**src/rtl/lc3_uart_loader_pkg.sv**
```systemverilog
// Shared constants and state encodings for the LC-3 UART program loader.
package lc3_pkg;
    localparam logic [7:0]  SYNC_BYTE_DEFAULT = 8'hA5;
    localparam logic [15:0] LC3_ORIGIN        = 16'h3000;

    typedef enum logic [3:0] {
        ST_HUNT   = 4'd0,
        ST_CNT_HI = 4'd1,
        ST_CNT_LO = 4'd2,
        ST_ORG_HI = 4'd3,
        ST_ORG_LO = 4'd4,
        ST_DAT_HI = 4'd5,
        ST_DAT_LO = 4'd6,
        ST_CSUM   = 4'd7,
        ST_RUN    = 4'd8
    } ld_state_t;

    typedef enum logic [1:0] {
        RX_IDLE  = 2'd0,
        RX_START = 2'd1,
        RX_DATA  = 2'd2,
        RX_STOP  = 2'd3
    } rx_state_t;
endpackage

```
**src/rtl/lc3_uart_loader_uart_rx.sv**
```systemverilog
// 8N1 UART receiver: one-cycle byte_valid or frame_err pulse per character.
// No backpressure; a byte is presented for exactly one cycle.
module uart_rx_byte
    import lc3_pkg::*;
#(
    parameter int CLK_DIV = 104
) (
    input  logic       clock_in,
    input  logic       reset_in,
    input  logic       rx,
    output logic       byte_valid,
    output logic [7:0] byte_data,
    output logic       frame_err
);
    localparam int            CW   = $clog2(CLK_DIV);
    localparam logic [CW-1:0] FULL = CW'(CLK_DIV - 1);
    localparam logic [CW-1:0] HALF = CW'(CLK_DIV / 2 - 1);

    rx_state_t     r_state, w_nxt;
    logic          r_rx_s1, r_rx_s2, r_rx_d;
    logic [CW-1:0] r_cnt;
    logic [2:0]    r_bit;
    logic [7:0]    r_shift;
    logic          r_valid, r_ferr;
    logic          w_full, w_half;

    always_comb begin
        w_full = (r_cnt == FULL);
        w_half = (r_cnt == HALF);
        w_nxt  = r_state;
        case (r_state)
            RX_IDLE:  if (r_rx_d && !r_rx_s2) w_nxt = RX_START;
            RX_START: if (w_half) w_nxt = r_rx_s2 ? RX_IDLE : RX_DATA;
            RX_DATA:  if (w_full && r_bit == 3'd7) w_nxt = RX_STOP;
            RX_STOP:  if (w_full) w_nxt = RX_IDLE;
            default:  w_nxt = RX_IDLE;
        endcase
    end

    always_ff @(posedge clock_in) begin
        if (reset_in) begin
            r_rx_s1 <= 1'b1;
            r_rx_s2 <= 1'b1;
            r_rx_d  <= 1'b1;
            r_state <= RX_IDLE;
            r_cnt   <= '0;
            r_bit   <= 3'd0;
            r_shift <= 8'h00;
            r_valid <= 1'b0;
            r_ferr  <= 1'b0;
        end else begin
            r_rx_s1 <= rx;
            r_rx_s2 <= r_rx_s1;
            r_rx_d  <= r_rx_s2;
            r_state <= w_nxt;
            r_valid <= (r_state == RX_STOP) && w_full && r_rx_s2;
            r_ferr  <= (r_state == RX_STOP) && w_full && !r_rx_s2;
            // Counter restarts on every state change and after each data-bit sample.
            if (r_state == RX_IDLE || w_nxt != r_state || (r_state == RX_DATA && w_full))
                r_cnt <= '0;
            else
                r_cnt <= r_cnt + 1'b1;
            if (r_state == RX_START) begin
                r_bit <= 3'd0;
            end else if (r_state == RX_DATA && w_full) begin
                r_bit   <= r_bit + 3'd1;
                r_shift <= {r_rx_s2, r_shift[7:1]};
            end
        end
    end

    assign byte_valid = r_valid;
    assign byte_data  = r_shift;
    assign frame_err  = r_ferr;
endmodule

```
**src/rtl/lc3_uart_loader.sv**
```systemverilog
// Fills LC-3 program memory from a framed UART image and holds the core in reset until it checks out.
// Write issued 1 cycle after the DAT_LO byte; no backpressure, bytes are spaced far apart.
module lc3_uart_loader
    import lc3_pkg::*;
#(
    parameter int         CLK_DIV   = 104,
    parameter logic [7:0] SYNC_BYTE = SYNC_BYTE_DEFAULT
) (
    input  logic        clock_in,
    input  logic        reset_in,
    input  logic        uart_rx,
    output logic        ld_we,
    output logic [15:0] ld_add,
    output logic [15:0] ld_data,
    output logic        core_reset_out,
    output logic        load_done,
    output logic        load_error
);
    logic       w_byte_valid, w_frame_err;
    logic [7:0] w_byte;

    uart_rx_byte #(.CLK_DIV(CLK_DIV)) u_rx (
        .clock_in  (clock_in),
        .reset_in  (reset_in),
        .rx        (uart_rx),
        .byte_valid(w_byte_valid),
        .byte_data (w_byte),
        .frame_err (w_frame_err)
    );

    ld_state_t   r_state, w_nxt;
    logic [15:0] r_cnt, r_org, r_idx, r_add, r_data;
    logic [7:0]  r_hi, r_sum, w_sum;
    logic        r_we, r_done, r_err, r_core_rst;
    logic        w_wr, w_pass, w_fail;

    always_comb begin
        w_nxt  = r_state;
        w_wr   = 1'b0;
        w_pass = 1'b0;
        w_fail = 1'b0;
        w_sum  = r_sum + w_byte;
        if (w_frame_err && r_state != ST_HUNT && r_state != ST_RUN) begin
            w_nxt  = ST_HUNT;
            w_fail = 1'b1;
        end else if (w_byte_valid) begin
            case (r_state)
                ST_HUNT:   if (w_byte == SYNC_BYTE) w_nxt = ST_CNT_HI;
                ST_CNT_HI: w_nxt = ST_CNT_LO;
                ST_CNT_LO: w_nxt = ST_ORG_HI;
                ST_ORG_HI: w_nxt = ST_ORG_LO;
                ST_ORG_LO: w_nxt = (r_cnt == 16'd0) ? ST_CSUM : ST_DAT_HI;
                ST_DAT_HI: w_nxt = ST_DAT_LO;
                ST_DAT_LO: begin
                    w_wr  = 1'b1;
                    w_nxt = (r_idx + 16'd1 == r_cnt) ? ST_CSUM : ST_DAT_HI;
                end
                ST_CSUM: begin
                    if (w_sum == 8'h00) begin
                        w_pass = 1'b1;
                        w_nxt  = ST_RUN;
                    end else begin
                        w_fail = 1'b1;
                        w_nxt  = ST_HUNT;
                    end
                end
                default: w_nxt = r_state;
            endcase
        end
    end

    always_ff @(posedge clock_in) begin
        if (reset_in) begin
            r_state    <= ST_HUNT;
            r_cnt      <= 16'h0000;
            r_org      <= 16'h0000;
            r_idx      <= 16'h0000;
            r_add      <= 16'h0000;
            r_data     <= 16'h0000;
            r_hi       <= 8'h00;
            r_sum      <= 8'h00;
            r_we       <= 1'b0;
            r_done     <= 1'b0;
            r_err      <= 1'b0;
            r_core_rst <= 1'b1;
        end else begin
            r_state <= w_nxt;
            r_we    <= w_wr;
            r_err   <= w_fail;
            if (w_pass) begin
                r_done     <= 1'b1;
                r_core_rst <= 1'b0;
            end
            // Sum restarts on every HUNT byte so it is zero when the sync byte moves us on.
            if (w_byte_valid && r_state == ST_HUNT)
                r_sum <= 8'h00;
            else if (w_byte_valid && r_state != ST_RUN)
                r_sum <= w_sum;
            if (w_byte_valid) begin
                case (r_state)
                    ST_CNT_HI: r_cnt[15:8] <= w_byte;
                    ST_CNT_LO: r_cnt[7:0]  <= w_byte;
                    ST_ORG_HI: r_org[15:8] <= w_byte;
                    ST_ORG_LO: begin
                        r_org[7:0] <= w_byte;
                        r_idx      <= 16'h0000;
                    end
                    ST_DAT_HI: r_hi <= w_byte;
                    default: ;
                endcase
            end
            if (w_wr) begin
                r_add  <= r_org + r_idx;
                r_data <= {r_hi, w_byte};
                r_idx  <= r_idx + 16'd1;
            end
        end
    end

    assign ld_we          = r_we;
    assign ld_add         = r_add;
    assign ld_data        = r_data;
    assign core_reset_out = r_core_rst;
    assign load_done      = r_done;
    assign load_error     = r_err;
endmodule
```
**config.mk**
```make
export PLATFORM = sky130hd
export DESIGN_NAME = lc3_uart_loader
export DESIGN_NICKNAME = d
export VERILOG_FILES = /design/src/rtl/lc3_uart_loader_pkg.sv /design/src/rtl/lc3_uart_loader_uart_rx.sv /design/src/rtl/lc3_uart_loader.sv
export SDC_FILE = /design/constraint.sdc
export NUM_CORES = 1
export LEC_CHECK = 0
export BUFFER_PORTS_ARGS = -buffer_cell sky130_fd_sc_hd__buf_2
export CORE_MARGIN = 10
export CORE_UTILIZATION = 50
export DETAILED_ROUTE_END_ITERATION = 8
export PLACE_DENSITY = 0.65
export SLEW_MARGIN = 20
export SYNTH_ARGS = -nofsm -noshare
export SYNTH_HDL_FRONTEND = slang
export SYNTH_HIERARCHICAL = 1
export SYNTH_SLANG_ARGS = --single-unit
export TNS_END_PERCENT = 100
```
**constraint.sdc**
```tcl
create_clock -name clock_in -period 3.55 [get_ports clock_in]
set_clock_uncertainty 0.2 [all_clocks]
set_input_delay 1.065 -clock clock_in [delete_from_list [all_inputs] [get_ports clock_in]]
set_output_delay 1.065 -clock clock_in [all_outputs]
set_load 0.02 [all_outputs]
```
======== Word-level counts from Yosys, hierarchy flattened ========
Cells that the tools add are included.
operators by class
  equal/unequal tests ..................... 18
  shift-type cells ........................ 0
  multipliers ............................. 0
  magnitude comparators ................... 0
  bitwise operators ....................... 1
  muxes and demuxes ....................... 25
  div/mod/pow operators ................... 0
  reductions and logical operators ........ 33
  $add $sub $neg .......................... 5
operators with widths
  kind                                                                   number
  16-bit two-way mux                                                     3
  4-bit case mux with 8 select lines                                     1
  16-bit by 1-bit adder with 16-bit output, second input constant        1
  16-bit adder                                                           1
  16-bit equality test                                                   1
  4-bit by 3-bit equality test with 1-bit output, second input constant  4
  16-bit zero test                                                       1
  2-bit two-way mux                                                      7
  2-bit AND reduction                                                    7
  1-bit two-way mux                                                      11
  1-bit logical AND                                                      10
  8-bit adder                                                            1
  4-bit by 2-bit equality test with 1-bit output, second input constant  2
  8-bit equality test, second input constant                             1
  8-bit zero test                                                        1
  4-bit two-way mux                                                      2
  2-bit case mux with 4 select lines                                     1
  8-bit nonzero test                                                     1
  2-bit OR reduction                                                     4
  7-bit by 1-bit adder with 7-bit output, second input constant          1
  7-bit by 6-bit equality test with 1-bit output, second input constant  1
  7-bit equality test, second input constant                             1
  2-bit equality test, second input constant                             2
  4-bit by 1-bit equality test with 1-bit output, second input constant  1
  14 further kinds                                                       16
storage, ports and cells
  word-level logic and storage cells ...... 105
  memories ................................ 0
  flip-flop bits (word level) ............. 129
  output and inout port bits .............. 36
  latch bits .............................. 0
  bits of input ports ..................... 3
  RAM bits ................................ 0
  ROM bits ................................ 0

======== Depth between registers and ports, before layout ========
Gate-level depths: netlist (run 1).
  word-level depth ........................ 8
  depth in mapped cells ................... 9
  gate-level depth less buffers ........... 9

======== Hierarchy ========
Netlist (run 1), hierarchy kept.
by module, submodules not included
  module           cells each  instances  area an instance (um^2)  sequential area each (um^2)
  lc3_uart_loader  662         1          5,477.8                  2,082.0
  uart_rx_byte     109         1          1,079.8                  500.5

======== Worst setup path after synthesis (run 1) ========
Ideal clock, no wire load.
  path type ............................... register to register
  from .................................... register r_idx[0]
  to ...................................... register r_add[14], in the netlist ld_add[14]
  buffers on the path ..................... 0
  cell stages (with the launch flop) ...... 10
  arrival ................................. 2.274 ns
  clock period less this slack ............ 2.590 ns
  path slack .............................. 0.960 ns
  data required time ...................... 3.234 ns
  setup time .............................. 0.116 ns
  path through ............................ dfxtp_1 -> ha_1 -> inv_1 -> fa_1 -> nand2b_1 -> o2bb2ai_1 -> o311ai_1 -> o21ai_0 -> a21o_1 -> a31o_2
on the way
  word-level cells in the longest chain between the ends .. 1
RTL lines
  element                 line                    source
  start, declared         lc3_uart_loader.sv:32   logic [15:0] r_cnt, r_org, r_idx, r_add, r_data;
  start signal, assigned  lc3_uart_loader.sv:115  r_idx <= r_idx + 16'd1;
  16-bit adder            lc3_uart_loader.sv:113  r_add <= r_org + r_idx;
  end signal, assigned    lc3_uart_loader.sv:113
  end, declared           lc3_uart_loader.sv:32
No other way between the ends.
A chain may end at the register's enable or synchronous reset.

======== Worst setup path in the final report (run 1) ========
  from .................................... register u_rx.r_shift[0], in the netlist u_rx/byte_data[0]
  to ...................................... register r_core_rst, in the netlist core_reset_out
on the way
  word-level cells in the longest chain between the ends .. 6
RTL lines
  element                 line                           source
  start, declared         lc3_uart_loader_uart_rx.sv:23  logic [7:0] r_shift;
  start signal, assigned  lc3_uart_loader_uart_rx.sv:67  r_shift <= {r_rx_s2, r_shift[7:1]};
  8-bit adder             lc3_uart_loader.sv:42          w_sum = r_sum + w_byte;
  8-bit zero test         lc3_uart_loader.sv:59          if (w_sum == 8'h00) begin
  1-bit two-way mux       lc3_uart_loader.sv:59
  1-bit two-way mux       lc3_uart_loader.sv:47          case (r_state)
  1-bit two-way mux       lc3_uart_loader.sv:46          end else if (w_byte_valid) begin
  1-bit two-way mux       lc3_uart_loader.sv:43          if (w_frame_err && r_state != ST_HUNT && r_state != ST_RUN) begin
  end signal, assigned    lc3_uart_loader.sv:85          r_core_rst <= 1'b1;
  end signal, assigned    lc3_uart_loader.sv:92          r_core_rst <= 1'b0;
  end, declared           lc3_uart_loader.sv:34          logic r_we, r_done, r_err, r_core_rst;
No other way between the ends.

==> results of run 1 <==
==> routing by layer <==
metal  vias up  wire (microns)
met5         -               0
met1      2686            7320
li1       2809               -
met4         0             276
met2       128            7850
met3        22             759
==> area by class of cell <==
| type | instances | area (sq um) | share of cell area (%) |
|---|---|---|---|
| clock buffers | 19 | 443 | 5.95 |
| clock inverters | 13 | 128 | 1.72 |
| inverters | 21 | 78.8 | 1.06 |
| multi-input cells | 578 | 3710 | 49.8 |
| flip-flops and latches | 129 | 2580 | 34.7 |
| well taps | 172 | 215 | 2.89 |
| repair buffers | 49 | 288 | 3.87 |
==> worst paths after layout <==
kind	start	to
worst min-delay path	u_rx/r_rx_s1	u_rx/r_rx_s2
worst min register to register	u_rx/r_rx_s1	u_rx/r_rx_s2
worst max register to register	u_rx/byte_data[0]	core_reset_out
worst max-delay path	u_rx/byte_data[0]	core_reset_out
==> cell usage in the layout (no fill, tap or decap), types with 17 or more instances in the layout <==
cell / count
nor2_1: 86
xor2_1: 21
o21ai_0: 27
inv_1: 21
buf_2: 37
nand3_1: 30
ha_1: 26
xnor2_1: 19
nand2_1: 81
a21oi_1: 77
clkbuf_16: 17
dfxtp_1: 129
mux2i_1: 35
==> per-stage QoR <==
step	setup WS [ns]	hold WS, ns	util [%]	instance area, sq um	cells
6_report	0.621	0.205	58.5	7440	981
2_1_floorplan	0.960	0.189	-	6560	771
5_1_grt	0.425	0.226	58.5	7440	981
4_1_cts	0.643	0.205	58.5	7440	981
3_3_place_gp	0.769	0.210	54.0	6870	949
3_5_place_dp	0.683	0.196	54.0	6870	949
==> worst reg2reg max path, delay by kind of cell, from the launching register on <==
| kind | cells | cell delay (ns) |
|---|---|---|
| compound gates | 2 | 0.45 |
| xor+xnor | 1 | 0.10 |
| fa+ha+maj | 2 | 0.65 |
| buf+inv | 1 | 0.06 |
| flops | 1 | 0.55 |
| simple gates | 3 | 0.82 |
==> flip-flops by register name, indices dropped and copies added (netlist names), 2 cells and up <==
name	flops
r_sum	8
r_hi	8
u_rx/byte_data	8
r_idx	16
ld_add	16
u_rx/r_cnt	7
u_rx/r_bit	3
u_rx/r_state	2
r_state	4
r_org	16
ld_data	16
r_cnt	16
==> power by group <==
group | switching, uW | internal, uW
Combinational | 32.4 | 16.0
Clock | 681 | 994
Sequential | 10.1 | 1450
Total | 723 | 2460
==> cells by family after synthesis <==
| logic type | share of synthesized area [%] |
|---|---|
| adders and majority gates | 5.57 |
| and+or+nand+nor | 23.0 |
| AOI/OAI and AO/OA | 16.7 |
| DFF | 39.4 |
| buffers and inverters | 4.20 |
| xor gates and xnor gates | 5.69 |
| muxes | 5.51 |
==> metrics.txt, run 1 <==
WHS Path Cells 1; Die Width around 130 microns; initial antenna violation count 0; run status completed; largest net degree at the start of global routing 74; pins over their slew limit 0; clk slew on worst S/H paths 0.06 ns; CP Cell Sequence ha_1 -> inv_1 -> fa_1 -> nor2b_1 -> o22a_1 -> xor2_1 -> nor4_1 -> nand4bb_1 -> o22a_1; max_cap viols 0; postcts setup bufs 0; Tmin final ~3 ns; crit start category flop; crit end category flop; Port Buffers 38; n_diodes 0; number of vias per cell approximately 5.8; DRC errors left 0; All-Layer GR Usage between 10% and 20%; Power, Total 3190 uW; ANT nets after route 0; Chip Height between 100 and 150 microns; M3 GR Usage under 10%; Post-Syn Area per Cell about 8.5 sq um; grt peak-use layer met2; Worst Path Required 3.66 ns; vias in the first global route between 5000 and 6000; worst hold path class flop to flop; top cells by area, synth dfxtp_1, a21oi_1, mux2i_1; final setup fails 0; Num CTS Buffers 17; R2R depth 9; Ys Warns 6; gr ovfl total 0; Ports 39; CP Class flop to flop; top post-synthesis cells by count dfxtp_1, nor2_1, nand2_1; reg2reg setup slack ~0.62 ns; fin crit share between 80 and 90%; vias about 5600; placer congestion estimate around 0.93; P per Cell Area around 430 nW/um^2; CTS max path bufs 2; Cells after Synth ~770; fillers between 1000 and 1500; Leak Pwr 0.00305 uW; htree depth 4; Seq/Total Area, Yosys slightly below 40%; met1 usage 21.9%; nets between 800 and 900; Yosys reg bits ~130; CP Depth 9; share of cells above drive strength 1 12.1%; Fin. Hold Viols 0; Synth Flop Type dfxtp_1; Critical Path Slowest Stage Cell dfxtp_1; cell taking the most area after synthesis dfxtp_1; number of flops mapped to enable cells by yosys 0; M2 GR Usage 30.6%; die area roughly 18000 sq um; P&R area growth vs syn 13.5%; Post-CTS Resized 0; syn nets around 800; cts hold-fix bufs 0; Netlist cell types 73; worst stage delay on the critical path approximately 0.55 ns; DP Wirelength 11.3 mm; crit path DAT between 3 and 4 ns; Core Region 12700 sq um; drt first pass iters 5; Tightest Pin Transition between 0.9 and 1 ns; FFs w/ async S/R, synth 0%; Peak VDD IR roughly 260 uV; worst path bufs/invs 1; overall routed net length 16.2 mm; Fin Setup TNS 0 ns; cell family with the largest share of critical-path delay simple AND/OR/NAND/NOR gates; Max Clock Freq 0.341 GHz; Rel. slew slack about a third; first-pass GRT wire length 26.8 mm; top-count cell post-synth dfxtp_1; Std-Cell Rows approximately 40; clk sinks about 130; crit-path max FO 9; Critical Path Most Common Cell o22a_1; wire length per cell approximately 17 microns; Initial Util between 50% and 60%; share of the synthesized area in the top cell type between 30% and 40%; CTS Root Cell clkbuf_16; Syn Std Cell Area roughly 6600 sq um; clk_lat worst skew 0.42 ns; RSZ-0062 raised after global routing no; Initial DRC Count approximately 400; CTS tree built
No activity file was read; power rests on OpenSTA's default activity.
==> run 2, diff against run 1 <==
- PLACE_DENSITY: 0.65 -> 0.67
- clock period: 3.55 -> 2.64 ns (I/O delays scaled with it)
==> run 2 against run 1 <==
Hold slack gained 0.0031 ns. Non-clock buffer count increased by 23. Combinational power up 38%. First-iteration DRC count shrank 1.5%. Largest power group unchanged. Via count increased by 4.4%. Routed wire length grew 3.9%. Setup slack worse by 0.51 ns.
==> metrics.txt, run 2 (synthesis gave the netlist of run 1 again) <==
placed inst area ~7000 sq um; P&R area growth vs syn 17.0%; number of vias per cell around 5.9; Max Clock Freq approximately 0.40 GHz; Chip Height approximately 130 microns; clk sinks around 130; worst stage delay on the critical path 0.38 ns; CP startpoint r_org[0]; worst hold path class flop to flop; vias ~5900; CP Cell Sequence ha_2 -> inv_1 -> fa_1 -> nand2b_1 -> o2bb2ai_1 -> o311ai_2 -> buf_4 -> o21bai_1 -> xor2_1 -> a211oi_1; CTS max path bufs 2; CTS Root Cell clkbuf_16; crit path DAT between 2 and 3 ns; CTS tree built; RR Startpoint r_org[0]; final instance area between 7000 and 8000 sq um; Worst Path Required approximately 2.8 ns; largest net degree at the start of global routing ~40; Fin. Hold Viols 0; crit-path max FO 3; vias in the first global route 5657; reg2reg setup slack roughly 0.12 ns; Peak VDD IR 361 uV; RR Endpoint ld_add[12]; R2R depth 10; P per Cell Area just under 600 nW/um^2; n_diodes 0; Leak Pwr between 0.003 and 0.004 uW; Initial DRC Count between 400 and 500; run status completed; cts hold-fix bufs 0; CP Depth 10; Tmin final roughly 2.5 ns; crit end category flop; Core Region around 13000 sq um; nets between 800 and 900; All-Layer GR Usage 18.8%; pins over their slew limit 0; first-pass GRT wire length ~28 mm; worst path bufs/invs 2; placer congestion estimate ~0.90; Std-Cell Rows just over 40; Critical Path Slowest Stage Cell o311ai_2; gr ovfl total 0; htree depth 4; Post-Layout Cell Count around 1000; share of cells above drive strength 1 approximately 15%; Rel. slew slack between 40% and 50%; Port Buffers 38; placed cell count between 900 and 1000; overall routed net length approximately 17 mm; worst setup path endpoint ld_add[12]; DP Wirelength 11.6 mm; final setup fails 0; most frequent cells in the layout dfxtp_1, nor2_1, nand2_1, a21oi_1, buf_2; drt first pass iters 5; die area ~18000 sq um; ANT nets after route 0; Num CTS Buffers 17; clk_lat worst skew 0.42 ns; Ports 39; Die Width approximately 130 microns; initial antenna violation count 0; clk slew on worst S/H paths around 0.06 ns; DRC errors left 0; fin crit share 95.6%; CP Class flop to flop; wire length per cell 16.8 microns; Initial Util approximately half; max_cap viols 0; cell family with the largest share of critical-path delay compound AO/OA/AOI/OAI gates; Tightest Pin Transition roughly 0.75 ns; commonest non-fill, non-tap cell in the layout dfxtp_1; fillers around 1200; crit start category flop
[run 2: cell count changes in the layout (fill, tap and decap cells not counted), sizes merged]
cell    change
inv         -4
bufinv      +3
clkinv      -2
clkbuf      +2
buf        +23
[run 2: what timing repair did]
action | 4_1_cts | 5_1_grt
buffers inserted | 0 | 2
resized for setup | 0 | 10
setup endpoints to repair | 0 | 8
[run 2: power by group]
part	total [uW]	switching [uW]	leakage (uW)	internal, uW
Sequential	1970	13.3	0.00104	1960
Clock	2440	846	0.000293	1600
Combinational	66.9	43.2	0.00185	23.6
[run 2: worst min path at each step]
stage	slack, ns	start	depth (start not counted)	endpoint
4_1_cts	0.21	u_rx/r_rx_s1	1	u_rx/r_rx_s2
3_3_place_gp	0.20	u_rx/r_rx_s1	1	u_rx/r_rx_s2
6_report	0.21	u_rx/r_rx_s1	1	u_rx/r_rx_s2
3_5_place_dp	0.20	u_rx/r_rx_s1	1	u_rx/r_rx_s2
5_1_grt	0.23	u_rx/r_rx_s1	1	u_rx/r_rx_s2
2_1_floorplan	0.19	u_rx/r_rx_s1	1	u_rx/r_rx_s2
[run 2: through the flow]
step	utilization [%]	TNS, ns	hold WS (ns)	power [uW]	worst slack, ns
3_5_place_dp	55.1	0	0.198	2080	0.0133
3_3_place_gp	55.1	0	0.196	2070	0.0652
6_report	60.3	0	0.208	4480	0.116
2_1_floorplan	-	0	0.189	2060	0.0500
4_1_cts	59.9	0	0.211	4520	0.00226
5_1_grt	60.3	-0.00767	0.230	4630	-0.00767
[run 2: area by class of cell]
cell class | instances | area [sq um] | area share (%)
Multi-Input combinational cell | 578 | 3740 | 48.7
Clock inverter | 10 | 159 | 2.07
Clock buffer | 21 | 450 | 5.87
Inverter | 21 | 78.8 | 1.03
Timing Repair Buffer | 72 | 448 | 5.84
Sequential cell | 129 | 2580 | 33.7
Tap cell | 172 | 215 | 2.80
[run 2: worst register-to-register path: cells and delay by family, from the launching register on]
kind | cells | cell delay, ns
AOI/OAI and AO/OA | 4 | 0.83
buffers and inverters | 2 | 0.22
adders and majority gates | 2 | 0.55
xor gates and xnor gates | 1 | 0.14
and+or+nand+nor | 1 | 0.17
DFF | 1 | 0.33
[run 2: per-layer routing]
layer	GRT usage, %	share of wire (%)	vias up
li1	-	-	2841
met1	23.2	44	2835
met2	30.1	48	180
met3	5.08	6.0	38
met4	8.16	2.6	0
met5	0	0	-
